===== config.mk =====
export PLATFORM = sky130hd
export DESIGN_NAME = frame_path_scheduler
export DESIGN_NICKNAME = d
export VERILOG_FILES = /design/src/rtl/frame_path_scheduler.sv
export SDC_FILE = /design/constraint.sdc
export NUM_CORES = 1
export LEC_CHECK = 0
export CORE_ASPECT_RATIO = 0.5
export CORE_MARGIN = 2
export CORE_UTILIZATION = 50
export DETAILED_ROUTE_END_ITERATION = 10
export GPL_TIMING_DRIVEN = 0
export PLACE_DENSITY = 0.79
export SLEW_MARGIN = 20
export SYNTH_ARGS = -nofsm -noshare
export SYNTH_HDL_FRONTEND = slang
export SYNTH_SLANG_ARGS = --single-unit

===== constraint.sdc =====
create_clock -name clk -period 2.76 [get_ports clk]
set_input_delay 0.552 -clock clk [delete_from_list [all_inputs] [get_ports clk]]
set_output_delay 0.552 -clock clk [all_outputs]
set_load 0.005 [all_outputs]

===== src/rtl/frame_path_scheduler.sv =====
// rtl/frame_path_scheduler.sv - per-beat path routing and frame header sequencing for the dual-path framer
module frame_path_scheduler #(
  parameter int PACKET_SIZE = 2,
  parameter int PP_GROUP    = 2,
  parameter int FRAME_SIZE  = 256,
  parameter int META_LEN    = 1,
  parameter int CNT_W       = 32
) (
  input  logic             clk,
  input  logic             resetn,
  input  logic             data_valid,
  output logic             data_ack,
  input  logic             meta_valid,
  output logic             meta_ack,
  input  logic             out1_ready,
  input  logic             out2_ready,
  output logic             out1_en,
  output logic             out2_en,
  output logic [1:0]       hdr_phase,
  output logic             path_sel,
  output logic [CNT_W-1:0] pkt_count,
  output logic             frame_done
);

  localparam int BEAT_W  = (PACKET_SIZE > 1) ? $clog2(PACKET_SIZE) : 1;
  localparam int GRP_W   = (PP_GROUP > 1)    ? $clog2(PP_GROUP)    : 1;
  localparam int FRAME_W = (FRAME_SIZE > 1)  ? $clog2(FRAME_SIZE)  : 1;
  localparam int META_W  = (META_LEN > 1)    ? $clog2(META_LEN)    : 1;

  localparam logic [BEAT_W-1:0]  BEAT_LAST  = BEAT_W'(PACKET_SIZE - 1);
  localparam logic [GRP_W-1:0]   GRP_LAST   = GRP_W'(PP_GROUP - 1);
  localparam logic [FRAME_W-1:0] FRAME_LAST = FRAME_W'(FRAME_SIZE - 1);
  localparam logic [META_W-1:0]  META_LAST  = META_W'(META_LEN - 1);

  typedef enum logic [1:0] {
    ST_DATA  = 2'd0,
    ST_META  = 2'd1,
    ST_COUNT = 2'd2,
    ST_BAD   = 2'd3
  } state_t;

  state_t             state;
  logic [BEAT_W-1:0]  beat_cnt;
  logic [GRP_W-1:0]   grp_cnt;
  logic [FRAME_W-1:0] frame_cnt;
  logic [META_W-1:0]  meta_cnt;
  logic               xfer;

  assign hdr_phase = state;

  // Header beats are broadcast, so they need both paths ready at once.
  always_comb begin
    xfer     = 1'b0;
    data_ack = 1'b0;
    meta_ack = 1'b0;
    out1_en  = 1'b0;
    out2_en  = 1'b0;
    if (resetn) begin
      case (state)
        ST_DATA: begin
          xfer     = data_valid & (path_sel ? out2_ready : out1_ready);
          data_ack = xfer;
          out1_en  = xfer & ~path_sel;
          out2_en  = xfer & path_sel;
        end
        ST_META: begin
          xfer     = meta_valid & out1_ready & out2_ready;
          meta_ack = xfer;
          out1_en  = xfer;
          out2_en  = xfer;
        end
        ST_COUNT: begin
          xfer    = out1_ready & out2_ready;
          out1_en = xfer;
          out2_en = xfer;
        end
        default: xfer = 1'b0;
      endcase
    end
  end

  always_ff @(posedge clk) begin
    if (!resetn) begin
      state      <= ST_DATA;
      path_sel   <= 1'b0;
      pkt_count  <= '0;
      beat_cnt   <= '0;
      grp_cnt    <= '0;
      frame_cnt  <= '0;
      meta_cnt   <= '0;
      frame_done <= 1'b0;
    end else begin
      frame_done <= 1'b0;
      case (state)
        ST_DATA: begin
          if (xfer) begin
            if (beat_cnt == BEAT_LAST) begin
              beat_cnt  <= '0;
              pkt_count <= pkt_count + CNT_W'(1);
              if (grp_cnt == GRP_LAST) begin
                grp_cnt  <= '0;
                path_sel <= ~path_sel;
              end else begin
                grp_cnt <= grp_cnt + GRP_W'(1);
              end
            end else begin
              beat_cnt <= beat_cnt + BEAT_W'(1);
            end
            // Packet and frame completion on the same beat both land on this edge.
            if (frame_cnt == FRAME_LAST) begin
              frame_cnt <= '0;
              state     <= ST_META;
            end else begin
              frame_cnt <= frame_cnt + FRAME_W'(1);
            end
          end
        end
        ST_META: begin
          if (xfer) begin
            if (meta_cnt == META_LAST) begin
              meta_cnt <= '0;
              state    <= ST_COUNT;
            end else begin
              meta_cnt <= meta_cnt + META_W'(1);
            end
          end
        end
        ST_COUNT: begin
          // Every frame restarts on path 1 with a fresh group.
          if (xfer) begin
            state      <= ST_DATA;
            frame_done <= 1'b1;
            path_sel   <= 1'b0;
            grp_cnt    <= '0;
          end
        end
        default: state <= ST_DATA;
      endcase
    end
  end

endmodule


==> reports/metrics.cfg <==
[clock_tree]
clock_path_buffers=2
cts_hold_buf=0
cts-root-buf=clkbuf_8
cts_buffers=5
post_cts_buffers=0
postCtsResizedCells=3
cts_tree=built
htree_levels=2
clkTransAtPathRegs_ns=0.08
cts.sinks=46
clock_latency_ns=0.30

[power_and_ir_drop]
power_density_nw_per_um2=437
power_mw=1.22
ir_drop_v=0.000284
leakage_nw=1.03

[cells_and_area]
fillers=331
final_area_um2=2800
final_util_pct=69.6
antenna_cells=0
nets=313
final_common_cell=dfxtp_1
drive_gt1_share_pct=8.17
seq_area_um2=921
multi_input_area_um2=1180
area_delta_synth_final_pct=29.2
layout_common_cells=46 x dfxtp_1, 41 x nor2_1, 40 x clkdlybuf4s50_1, 23 x xor2_1, 19 x nand4_1

[sta]
slew_headroom_pct=54.9
finalSetupViolations=0
tightest_slew_ns=0.672
drv_slew=0
fin_crit_sh_pct=97.0
min_period_ns=2.68
rsz0062_at_grt=no
fmax_mhz=373
skew_ns=0.00608
hold_violations=0

[global_route]
grtUsageTotal_pct=21.3
grt-busiest-layer=met2
first_global_vias=1857
grt.overflow.total=0
gr-usage-met3_pct=4.74
antenna_found_initial=0
grt_pass1_wl_um=8530
grt_start_max_net_pins=15
grtUsageMet1_pct=28.0
gr-usage-met2_pct=36.5

[logic_synthesis]
yosys_warnings=0
syn_area_um2=2170
synth_nets=262
avgSynthCellArea_um2=8.54
seq_area_frac_synth_pct=42.5
synth_seq_cells=46
synth.distinct_cells=37
netlist_instances=254

[floorplan]
fp.dieH_um=50.6
coreArea_um2=4020
rows=16
die_w_um=97.1
io-pin-count=46
dieArea_um2=4910
start_util_pct=53.9

[placement]
port-buffer-count=44
postPlaceCellArea_um2=2680
routabilityCongestion=0.885
dp_hpwl_um=3610

[detailed_routing]
routed_via_density=5.47
ant_nets=0
finalWirelength_um=5050
first_iter_violations=63
drc=0
dr.pass1.iters=4
wl_per_cell_um=14.0
num_vias=1969

[setup_path]
cp-end-kind=output port
cp_slowest_cell=clkdlybuf4s50_1
path_max_fanout=4
worstSetupStartpointType=input port
critPathKind=input port to output port
slowest_delay_ns=0.51
cp.required_ns=2.21
critPathArrivalTime_ns=2.13
crit_chain=clkdlybuf4s50_1 -> nand3b_1 -> a21o_1 -> a21oi_1 -> nor2_1 -> nor2_1 -> clkdlybuf4s50_1

[hold_path]
hp-class=register to register

[status]
outcome=completed

[job]
drv_cap=0

[cell usage after synthesis (all sizes together)]
cell     instances  area [um2]
dfxtp           46         921
nor2            43         161
xor2            23         201
nand4           19         119
nand2           17        63.8
nand3           13        70.1
a21oi           12        60.1
and3             9        56.3
xnor2            9        78.8
nor3             8        56.3
clkbuf           7        28.8
buf              6        28.8
o21ai            5        25.0
and4             4        35.0
nand2b           4        25.0
or3              4        25.0
inv              3        11.3
nor4             3        25.0
and2             2        12.5
ha               2        25.0
mux2i            2        23.8
nand3b           2        15.0
o211ai           2        15.0
o31ai            2        15.0
or4              2        15.0
a21o             1        7.51
a31oi            1        6.26
nand4bb          1        27.5
nor2b            1        6.26
o21a             1        7.51
[where the power goes]
part / switching [mW] / internal (mW)
Sequential: 0.00253 / 0.667
Clock: 0.231 / 0.270
Combinational: 0.0341 / 0.0192
Total: 0.268 / 0.956
[layout make-up]
| type | count | share of cell area (%) |
|---|---|---|
| Sequential cell | 46 | 32.9 |
| Multi-Input combinational cell | 192 | 42.3 |
| Clock buffer | 6 | 2.59 |
| Tap cell | 54 | 2.41 |
| Buffer | 13 | 2.19 |
| Timing Repair Buffer | 44 | 15.9 |
| Clock inverter | 2 | 1.34 |
| Inverter | 3 | 0.402 |
[flip-flops by register name, indices dropped and copies added (netlist names)]
register / count
pkt_count: 32
frame_cnt: 8
hdr_phase: 2
beat_cnt: 1
frame_done: 1
grp_cnt: 1
path_sel: 1
[final timing paths]
kind / startpoint / to / slack, ns / depth (start not counted)
setup reg to reg: hdr_phase[1] / pkt_count[25] / 0.64 / 7
hold reg to reg: pkt_count[1] / pkt_count[1] / 0.50 / 2
hold / removal: pkt_count[1] / pkt_count[1] / 0.50 / 2
setup / recovery: meta_valid / out2_en / 0.08 / 7
[routing by layer]
layer | up-vias | part of all wire (%)
met5 | - | 0
met4 | 0 | 0.67
met3 | 5 | 5.5
met2 | 58 | 47
met1 | 920 | 47
li1 | 986 | -
[cells by family (layout without fill, tap and decap cells)]
family,count (synthesis),after routing,synth area share [%]
AO/OA/AOI/OAI,24,24,6.29
XOR/XNOR,32,32,12.9
multiplexers,2,2,1.10
adder cells (fa/ha/maj),2,2,1.15
buffers and inverters,16,68,3.17
flip-flops,46,46,42.5
AND/OR/NAND/NOR,132,132,32.9
[worst max-delay path, delay by kind of cell]
family,cells,cell delay (ns)
AO/OA/AOI/OAI,2,0.34
buffers and inverters,2,1.00
AND/OR/NAND/NOR,3,0.24
[stage by stage]
stage / TNS [ns] / hold WS (ns) / instances / worst slack, ns
finish: 0 / 0.500 / 360 / 0.0824
CTS: 0 / 0.506 / 360 / 0.0152
detailed placement: -0.208 / 0.464 / 352 / -0.113
floorplan: 0 / 0.459 / 254 / 0.754
global placement: -0.188 / 0.470 / 352 / -0.0950
global route: 0 / 0.531 / 360 / 0.0166
Power figures use the tool's default switching activity.
